File: config.mk
export PLATFORM = sky130hd
export DESIGN_NAME = pkt_release_scheduler
export DESIGN_NICKNAME = d
export VERILOG_FILES = /design/src/rtl/pkt_release_scheduler.sv
export SDC_FILE = /design/constraint.sdc
export NUM_CORES = 1
export LEC_CHECK = 0
export ABC_AREA = 1
export CAP_MARGIN = 20
export CELL_PAD_IN_SITES_DETAIL_PLACEMENT = 0
export CELL_PAD_IN_SITES_GLOBAL_PLACEMENT = 1
export CORE_AREA = 2 2 81 83
export DETAILED_ROUTE_END_ITERATION = 7
export DIE_AREA = 0 0 83 85
export PLACE_DENSITY_LB_ADDON = 0.1
export SYNTH_ARGS = -nofsm -noshare
export SYNTH_HDL_FRONTEND = slang
export SYNTH_SLANG_ARGS = --single-unit
File: constraint.sdc
create_clock -name clk -period 3.8 [get_ports clk]
set_input_delay 1.14 -clock clk [delete_from_list [all_inputs] [get_ports clk]]
set_output_delay 1.14 -clock clk [all_outputs]
set_load 0.01 [all_outputs]
File: src/rtl/pkt_release_scheduler.sv
// Packet release scheduler: pairs completed buffer packets with TCAM action decisions,
// pulses the buffer release, and gates egress during the drain. Optional macro: ACT_TIMEOUT_EN.
module pkt_release_scheduler #(
    parameter int PEND_DEPTH = 8,
    parameter int PEND_W     = 4,
    parameter int TIMEOUT    = 1023,
    parameter int TMO_W      = 10,
    parameter int PORT_W     = 2
) (
    input  logic              clk,
    input  logic              rst_n,
    input  logic              pkt_done,
    input  logic              act_valid,
    output logic              act_ready,
    input  logic              act_drop,
    input  logic [PORT_W-1:0] act_port,
    output logic              pkt_ready_to_send,
    input  logic              buf_rd_valid,
    input  logic              buf_rd_last,
    output logic              egress_en,
    output logic [PORT_W-1:0] egress_port,
    output logic              busy,
    output logic [PEND_W-1:0] pend_cnt,
    output logic              overflow,
    output logic [15:0]       fwd_cnt,
    output logic [15:0]       drop_cnt
);

    typedef enum logic [1:0] {S_IDLE, S_WAIT_ACT, S_ISSUE, S_DRAIN} state_t;

    localparam logic [PEND_W-1:0] PEND_FULL = PEND_W'(PEND_DEPTH);

    state_t              state_q, state_d;
    logic                pulse_q, pulse_d;
    logic                en_q, en_d;
    logic [PORT_W-1:0]   port_q, port_d;
    logic [PEND_W-1:0]   pend_q, pend_d;
    logic                ovf_q, ovf_d;
    logic [15:0]         fwd_q, fwd_d;
    logic [15:0]         drop_q, drop_d;
    logic                pkt_last;

`ifdef ACT_TIMEOUT_EN
    localparam logic [TMO_W-1:0] TMO_LAST = TMO_W'(TIMEOUT - 1);
    logic [TMO_W-1:0]    tmr_q, tmr_d;
`else
    logic                unused_tmo_cfg;
    assign unused_tmo_cfg = ^TMO_W'(TIMEOUT);
`endif

    // Last byte only counts while a drain is actually being tracked.
    assign pkt_last = (state_q == S_DRAIN) && buf_rd_valid && buf_rd_last;

    always_comb begin
        state_d = state_q;
        pulse_d = 1'b0;
        en_d    = en_q;
        port_d  = port_q;
        pend_d  = pend_q;
        ovf_d   = ovf_q;
        fwd_d   = fwd_q;
        drop_d  = drop_q;
`ifdef ACT_TIMEOUT_EN
        tmr_d   = tmr_q;
`endif
        case (state_q)
            S_IDLE: begin
                if (pend_q != '0) begin
                    state_d = S_WAIT_ACT;
`ifdef ACT_TIMEOUT_EN
                    tmr_d   = '0;
`endif
                end
            end
            S_WAIT_ACT: begin
                if (act_valid) begin
                    state_d = S_ISSUE;
                    pulse_d = 1'b1;
                    en_d    = ~act_drop;
                    port_d  = act_port;
                end
`ifdef ACT_TIMEOUT_EN
                else if (tmr_q == TMO_LAST) begin
                    state_d = S_ISSUE;
                    pulse_d = 1'b1;
                    en_d    = 1'b0;
                end else begin
                    tmr_d   = tmr_q + 1'b1;
                end
`endif
            end
            S_ISSUE: state_d = S_DRAIN;
            S_DRAIN: begin
                if (pkt_last) begin
                    state_d = S_IDLE;
                    en_d    = 1'b0;
                    if (en_q) fwd_d  = fwd_q + 16'd1;
                    else      drop_d = drop_q + 16'd1;
                end
            end
            default: state_d = S_IDLE;
        endcase

        // Arrival and completion in the same cycle cancel out.
        if (pkt_done && !pkt_last) begin
            if (pend_q == PEND_FULL) ovf_d  = 1'b1;
            else                     pend_d = pend_q + 1'b1;
        end else if (!pkt_done && pkt_last) begin
            pend_d = pend_q - 1'b1;
        end
    end

    always_ff @(posedge clk) begin
        if (!rst_n) begin
            state_q <= S_IDLE;
            pulse_q <= 1'b0;
            en_q    <= 1'b0;
            port_q  <= '0;
            pend_q  <= '0;
            ovf_q   <= 1'b0;
            fwd_q   <= '0;
            drop_q  <= '0;
`ifdef ACT_TIMEOUT_EN
            tmr_q   <= '0;
`endif
        end else begin
            state_q <= state_d;
            pulse_q <= pulse_d;
            en_q    <= en_d;
            port_q  <= port_d;
            pend_q  <= pend_d;
            ovf_q   <= ovf_d;
            fwd_q   <= fwd_d;
            drop_q  <= drop_d;
`ifdef ACT_TIMEOUT_EN
            tmr_q   <= tmr_d;
`endif
        end
    end

    assign act_ready         = (state_q == S_WAIT_ACT);
    assign busy              = (state_q != S_IDLE);
    assign pkt_ready_to_send = pulse_q;
    assign egress_en         = en_q;
    assign egress_port       = port_q;
    assign pend_cnt          = pend_q;
    assign overflow          = ovf_q;
    assign fwd_cnt           = fwd_q;
    assign drop_cnt          = drop_q;

endmodule

==> results of run 1 <==
worst max-delay path, cell delays in order (launching register included):
cell and delay (ns):
sky130_fd_sc_hd__dfxtp_1 0.38, sky130_fd_sc_hd__inv_1 0.10, sky130_fd_sc_hd__ha_1 0.23, sky130_fd_sc_hd__inv_1 0.07, sky130_fd_sc_hd__clkdlybuf4s50_1 0.53
state kept, by name (all words and copies together), names as in the netlist:
signal / cells
state_q: 2
egress_en: 1
drop_cnt: 16
overflow: 1
pkt_ready_to_send: 1
fwd_cnt: 16
pend_cnt: 4
egress_port: 2
cell type report:
class | instances | area [µm²]
clock buffer | 6 | 82.6
clock inverter | 1 | 5.00
fill | 644 | 3270
inverter | 34 | 130
multi-input combinational | 235 | 1240
sequential | 43 | 861
tap | 77 | 96.3
timing repair buffer | 52 | 518
metrics by stage:
step / area [µm²] / util, % / setup slack [ns]
final: 2940 / 47.3 / 1.06
after global placement: 2850 / 45.9 / 0.845
after global routing: 2940 / 47.3 / 0.976
after floorplan: 2280 / - / 1.44
after CTS: 2940 / 47.3 / 1.04
after detailed placement: 2850 / 45.9 / 0.804
routing by layer:
layer	global-route usage, %	routed length (µm)	vias to the layer above
met5	0	0	-
met4	4.92	67	0
met3	4.09	223	7
met2	24.6	2310	42
met1	19.7	2550	911
li1	-	-	1128
synthesized netlist by cell type, types with 3 or more instances:
cell type / count / area [µm²]
sky130_fd_sc_hd__nor2_1: 63 / 236
sky130_fd_sc_hd__nand2_1: 61 / 229
sky130_fd_sc_hd__dfxtp_1: 43 / 861
sky130_fd_sc_hd__inv_1: 33 / 124
sky130_fd_sc_hd__a21oi_1: 25 / 125
sky130_fd_sc_hd__nand3_1: 18 / 90.1
sky130_fd_sc_hd__o21ai_0: 18 / 90.1
sky130_fd_sc_hd__ha_1: 9 / 113
sky130_fd_sc_hd__nand4_1: 7 / 43.8
sky130_fd_sc_hd__nor2_2: 5 / 31.3
sky130_fd_sc_hd__nor2_4: 5 / 56.3
sky130_fd_sc_hd__nor3_1: 3 / 15.0
worst paths after layout:
| kind | end | slack, ns | cells past startpoint |
|---|---|---|---|
| max | busy | 1.06 | 4 |
| min | overflow | 0.47 | 2 |
| max reg2reg | pend_cnt[3] | 1.76 | 9 |
| min reg2reg | overflow | 0.47 | 2 |
cell usage in the layout (no fill, tap or decap), drive strengths merged:
| cell type | instances |
|---|---|
| nand3 | 19 |
| or2 | 1 |
| nor3 | 3 |
| buf | 1 |
| fa | 1 |
| nor2 | 73 |
| xnor2 | 2 |
| clkbuf | 6 |
| nand4 | 10 |
| dfxtp | 43 |
| nor3b | 1 |
| nand2 | 64 |
| o21a | 2 |
| clkdlybuf4s50 | 51 |
| clkinv | 1 |
| o21ai | 19 |
| xor2 | 2 |
| inv | 34 |
| ha | 9 |
| and3 | 1 |
| nand3b | 2 |
| o21bai | 1 |
| a21oi | 25 |
power groups by stage:
| stage | combinational (mW) | clock, mW | sequential [mW] |
|---|---|---|---|
| 6_report | 0.252 | 0.301 | 0.509 |
| 5_1_grt | 0.284 | 0.335 | 0.515 |
| 2_1_floorplan | 0.148 | 0 | 0.523 |
| 4_1_cts | 0.256 | 0.313 | 0.510 |
| 3_3_place_gp | 0.252 | 0 | 0.521 |
| 3_5_place_dp | 0.253 | 0 | 0.520 |
cell families (layout without fill, tap and decap cells):
kind of cell	count (synthesis)	after routing	synth area share, %
simple gates	174	174	36.5
fa+ha+maj	10	10	5.81
flops	43	43	37.7
xor+xnor	4	4	1.54
buf+inv	40	93	7.79
compound gates	47	47	10.6
==> impl_metrics.py, run 1 <==
metrics = {
    "status": {
        "run_status": "completed",
    },
    "drt": {
        "routed_wirelength_um": 5160,
        "drtAntennaViolNets": 0,
        "firstDrtPassIters": 4,
        "drt-wirelength-per-cell_um": 11.5,
        "viasPerCell": 4.66,
        "detailedRoute.firstIterationViolations": 74,
        "route.vias.total": 2088,
        "route.detailed.drc": 0,
    },
    "logic_synthesis": {
        "synthesis.area_um2": 2280,
        "synth-seq-cells": 43,
        "ys_dominant_reg_cell": "sky130_fd_sc_hd__dfxtp_1",
        "asyncSetResetFlopFracSynth_pct": 0,
        "synth_enable_flop_cells": 0,
        "yosys_warnings": 0,
        "synth.distinct_cells": 33,
        "synth_cells": 318,
        "synth_nets": 337,
        "syn_avg_cell_area_um2": 7.18,
        "sequential_to_total_area_share_from_yosys_stat_pct": 37.7,
    },
    "timing": {
        "finalSetupTns_ns": 0,
        "timing.slew.headroom_pct": 66.7,
        "skew_ns": 0.00896,
        "final.hold.worst_slack_ns": 0.473,
        "timing.final.hold_violations": 0,
        "fmax_mhz": 365,
        "unrepaired_setup_endpoints_after_global_routing": "false",
        "finalSetupViolCount": 0,
        "pin_slew_with_the_least_headroom_to_its_limit_ns": 0.499,
        "final_min_period_over_clock_period_pct": 72.1,
        "period_needed_ns": 2.74,
        "finalMaxSlewViolations": 0,
    },
    "pwr": {
        "intPower_mw": 0.741,
        "p_seq_share_pct": 47.9,
        "sw_frac_of_total_pct": 30.2,
        "switching_power_mw": 0.320,
        "worst_ir_drop_on_vdd_mv": 0.180,
        "cellPowerDensity_nw_per_um2": 362,
        "static_leak_nw": 1.14,
        "sum_of_internal_switching_and_leakage_power_mw": 1.06,
        "share_clk_of_total_power_pct": 28.3,
        "combinationalPowerShare_pct": 23.8,
    },
    "min_path": {
        "hold_path.class": "flip-flop to flip-flop",
        "holdCritStartpoint": "overflow",
    },
    "global_route": {
        "grt_pass1_vias": 1926,
        "globalRoute.totalOverflow": 0,
        "groute.usage.overall_pct": 15.2,
        "wire_length_of_the_first_global_routing_pass_um": 8780,
        "grt_start_max_net_pins": 31,
        "antenna_found_initial": 0,
    },
    "cts": {
        "numCtsBuffers": 5,
        "cts_tree": "yes",
        "cts_setup_buffers": 0,
        "clock_insertion_delay_worst_skew_ns": 0.30,
        "clockBufferDepth": 2,
        "htreeDepth": 2,
        "path_clk_slew_ns": 0.08,
        "post_cts.resized_instances": 0,
        "numClockSinks": 43,
        "clockRootBuffer": "sky130_fd_sc_hd__clkbuf_8",
        "cts_hold_buffers": 0,
    },
    "finish": {
        "nets_final": 390,
        "drive_above_1_share_pct": 7.01,
        "antenna_cells": 0,
        "instances_no_fill": 448,
        "synthToLayoutAreaGrowth_pct": 28.7,
    },
    "floorplan": {
        "starting_density_of_the_core_pct": 36.8,
        "boundaryPins": 52,
        "std_cell_rows": 29,
        "die_h_um": 85,
        "die_x_um": 83,
        "fp.dieArea_um2": 7060,
        "floorplan.core_area_um2": 6200,
    },
    "worst_setup_path": {
        "crit_end_element": "output port",
        "crit_start": "state_q[0]",
        "worst_ep_required_time_ns": 2.66,
        "worstPathMaxFanout": 4,
        "timing.rr.start": "state_q[1]",
        "cp.arrival_ns": 1.60,
        "criticalPathCategory": "flip-flop to output port",
        "startpoint_type": "flip-flop",
    },
    "placed_design": {
        "dp_hpwl_um": 3820,
        "place.detailed.instances": 441,
        "port_bufs": 51,
        "place.gp.congestion": 0.877,
    },
    "job": {
        "drv.max_cap_violation_count": 0,
    },
}
(Power assumes the default switching activity.)
==> inputs of run 2 (changes only) <==
--- a/config.mk
+++ b/config.mk
@@ -9,9 +9,9 @@
 export CAP_MARGIN = 20
 export CELL_PAD_IN_SITES_DETAIL_PLACEMENT = 0
 export CELL_PAD_IN_SITES_GLOBAL_PLACEMENT = 1
-export CORE_AREA = 2 2 81 83
+export CORE_AREA = 2 2 88 90
 export DETAILED_ROUTE_END_ITERATION = 7
-export DIE_AREA = 0 0 83 85
+export DIE_AREA = 0 0 90 92
 export PLACE_DENSITY_LB_ADDON = 0.1
 export SYNTH_ARGS = -nofsm -noshare
 export SYNTH_HDL_FRONTEND = slang
==> constraint.sdc (replaced) <==
create_clock -name clk -period 2.35 [get_ports clk]
set_input_delay 0.705 -clock clk [delete_from_list [all_inputs] [get_ports clk]]
set_output_delay 0.705 -clock clk [all_outputs]
set_load 0.01 [all_outputs]
==> impl_metrics.py, run 2 (synthesized netlist as in run 1, its figures left out) <==
metrics = {
    "finish": {
        "nFillCells": 801,
        "nets_final": 398,
        "layout.cells.most_common": "sky130_fd_sc_hd__nor2_1",
        "top_library_cells_by_usage_in_the_layout_fill_and_taps_aside": "sky130_fd_sc_hd__nor2_1 (63), sky130_fd_sc_hd__nand2_1 (61), sky130_fd_sc_hd__clkdlybuf4s50_1 (51), sky130_fd_sc_hd__dfxtp_1 (41), sky130_fd_sc_hd__inv_1 (33)",
        "antenna_cells": 0,
        "drive_above_1_share_pct": 8.99,
        "synthToLayoutAreaGrowth_pct": 32.1,
    },
    "floorplan": {
        "std_cell_rows": 32,
        "fp.dieArea_um2": 8280,
        "boundaryPins": 52,
        "starting_density_of_the_core_pct": 30.6,
        "die_h_um": 92,
        "floorplan.core_area_um2": 7450,
        "die_x_um": 90,
    },
    "timing": {
        "timing.final.hold_violations": 0,
        "unrepaired_setup_endpoints_after_global_routing": "false",
        "finalSetupViolCount": 0,
        "period_needed_ns": 2.25,
        "timing.slew.headroom_pct": 66.5,
        "skew_ns": 0.00820,
        "finalSetupTns_ns": 0,
        "pin_slew_with_the_least_headroom_to_its_limit_ns": 0.502,
        "final_min_period_over_clock_period_pct": 95.6,
        "fmax_mhz": 445,
        "finalMaxSlewViolations": 0,
    },
    "worst_setup_path": {
        "worst_ep_required_time_ns": 1.64,
        "r2r-end": "pend_cnt[3]",
        "cpPeakStageDelay_ns": 0.52,
        "cp.arrival_ns": 1.54,
        "crit_end_element": "output port",
        "worstPathMaxFanout": 4,
        "crit_path_frequent_cell": "sky130_fd_sc_hd__inv_1",
        "timing.rr.start": "state_q[0]",
        "setup_slack_on_the_worst_flop_to_flop_path_ns": 0.51,
        "startpoint_type": "flip-flop",
        "path_cells": "inv_1, ha_1, inv_1, clkdlybuf4s50_1",
        "worstRegToRegCells": 9,
        "criticalPathCategory": "flip-flop to output port",
        "critical-path-slowest-cell": "sky130_fd_sc_hd__clkdlybuf4s50_1",
    },
    "pwr": {
        "worst_ir_drop_on_vdd_mv": 0.249,
        "static_leak_nw": 1.17,
        "sum_of_internal_switching_and_leakage_power_mw": 1.69,
        "cellPowerDensity_nw_per_um2": 561,
    },
    "cts": {
        "cts_tree": "yes",
        "path_clk_slew_ns": 0.08,
        "clockBufferDepth": 2,
        "clockRootBuffer": "sky130_fd_sc_hd__clkbuf_8",
        "cts_hold_buffers": 0,
        "clock_insertion_delay_worst_skew_ns": 0.29,
        "htreeDepth": 2,
        "numClockSinks": 43,
        "numCtsBuffers": 5,
    },
    "drt": {
        "route.vias.total": 2113,
        "route.detailed.drc": 0,
        "firstDrtPassIters": 4,
        "detailedRoute.firstIterationViolations": 55,
        "drtAntennaViolNets": 0,
        "viasPerCell": 4.40,
        "drt-wirelength-per-cell_um": 11.3,
        "routed_wirelength_um": 5440,
    },
    "min_path": {
        "holdCritStartpoint": "overflow",
        "hold_path.class": "flip-flop to flip-flop",
        "worst_hold_path.num_cells": 2,
        "worst_hold_path.endpoint": "overflow",
    },
    "job": {
        "drv.max_cap_violation_count": 0,
    },
    "global_route": {
        "antenna_found_initial": 0,
        "wire_length_of_the_first_global_routing_pass_um": 9540,
        "groute.usage.overall_pct": 14.0,
        "globalRoute.totalOverflow": 0,
        "grt_start_max_net_pins": 16,
        "grt_pass1_vias": 2028,
    },
    "placed_design": {
        "place.gp.congestion": 0.791,
        "port_bufs": 51,
        "dp_hpwl_um": 4200,
    },
    "status": {
        "run_status": "completed",
    },
}
==> run 2: cell count changes in the layout (fill, tap and decap cells not counted), sizes merged <==
cell    before  now
buf          1    9
clkinv       1    0
==> run 2: worst max-delay path by stage <==
stage | from | endpoint | slack, ns
6_report | state_q[0] | busy | 0.10
2_1_floorplan | buf_rd_last | pend_cnt[3] | 0.43
3_5_place_dp | buf_rd_valid | pend_cnt[3] | -0.07
5_1_grt | state_q[0] | busy | 0.03
3_3_place_gp | buf_rd_last | pend_cnt[3] | -0.02
4_1_cts | state_q[0] | busy | 0.02
==> run 2: layout make-up <==
type	count	area [µm²]	area share, %
Tap cell	102	128	4.23
Sequential cell	43	863	28.6
Clock buffer	6	72.6	2.41
Inverter	34	130	4.32
Timing Repair Buffer	60	578	19.2
Multi-Input combinational cell	235	1240	41.2
==> run 2: stage by stage <==
step	area, µm²	std cells	util [%]	setup WS, ns	hold slack, ns
2_1_floorplan	2280	318	-	0.430	0.496
3_3_place_gp	2940	474	39.5	-0.0184	0.457
3_5_place_dp	2940	474	39.5	-0.0675	0.456
4_1_cts	3010	480	40.5	0.0181	0.475
5_1_grt	3020	480	40.5	0.0277	0.517
6_report	3020	480	40.5	0.103	0.468
==> run 2: critical path, delay by kind of cell (launching register included) <==
family	cells	cell delay [ns]
flops	1	0.36
buf+inv	3	0.66
fa+ha+maj	1	0.23
==> run 2: power breakdown <==
| group | switching [mW] | total (mW) | internal (mW) |
|---|---|---|---|
| Sequential | 0.0489 | 0.826 | 0.777 |
| Combinational | 0.216 | 0.420 | 0.204 |
| Clock | 0.247 | 0.445 | 0.199 |
==> run 2: timing repair <==
action | CTS | global route
gates resized for setup | 0 | 2
setup buffers | 0 | 0
setup endpoints to repair | 0 | 1
==> run 2: layer usage <==
metal / vias to the layer above / GRT usage (%) / share of wire (%)
li1: 1145 / - / -
met1: 931 / 18.8 / 50
met2: 32 / 22.5 / 45
met3: 5 / 3.29 / 4.0
met4: 0 / 4.23 / 1.1
met5: - / 0 / 0
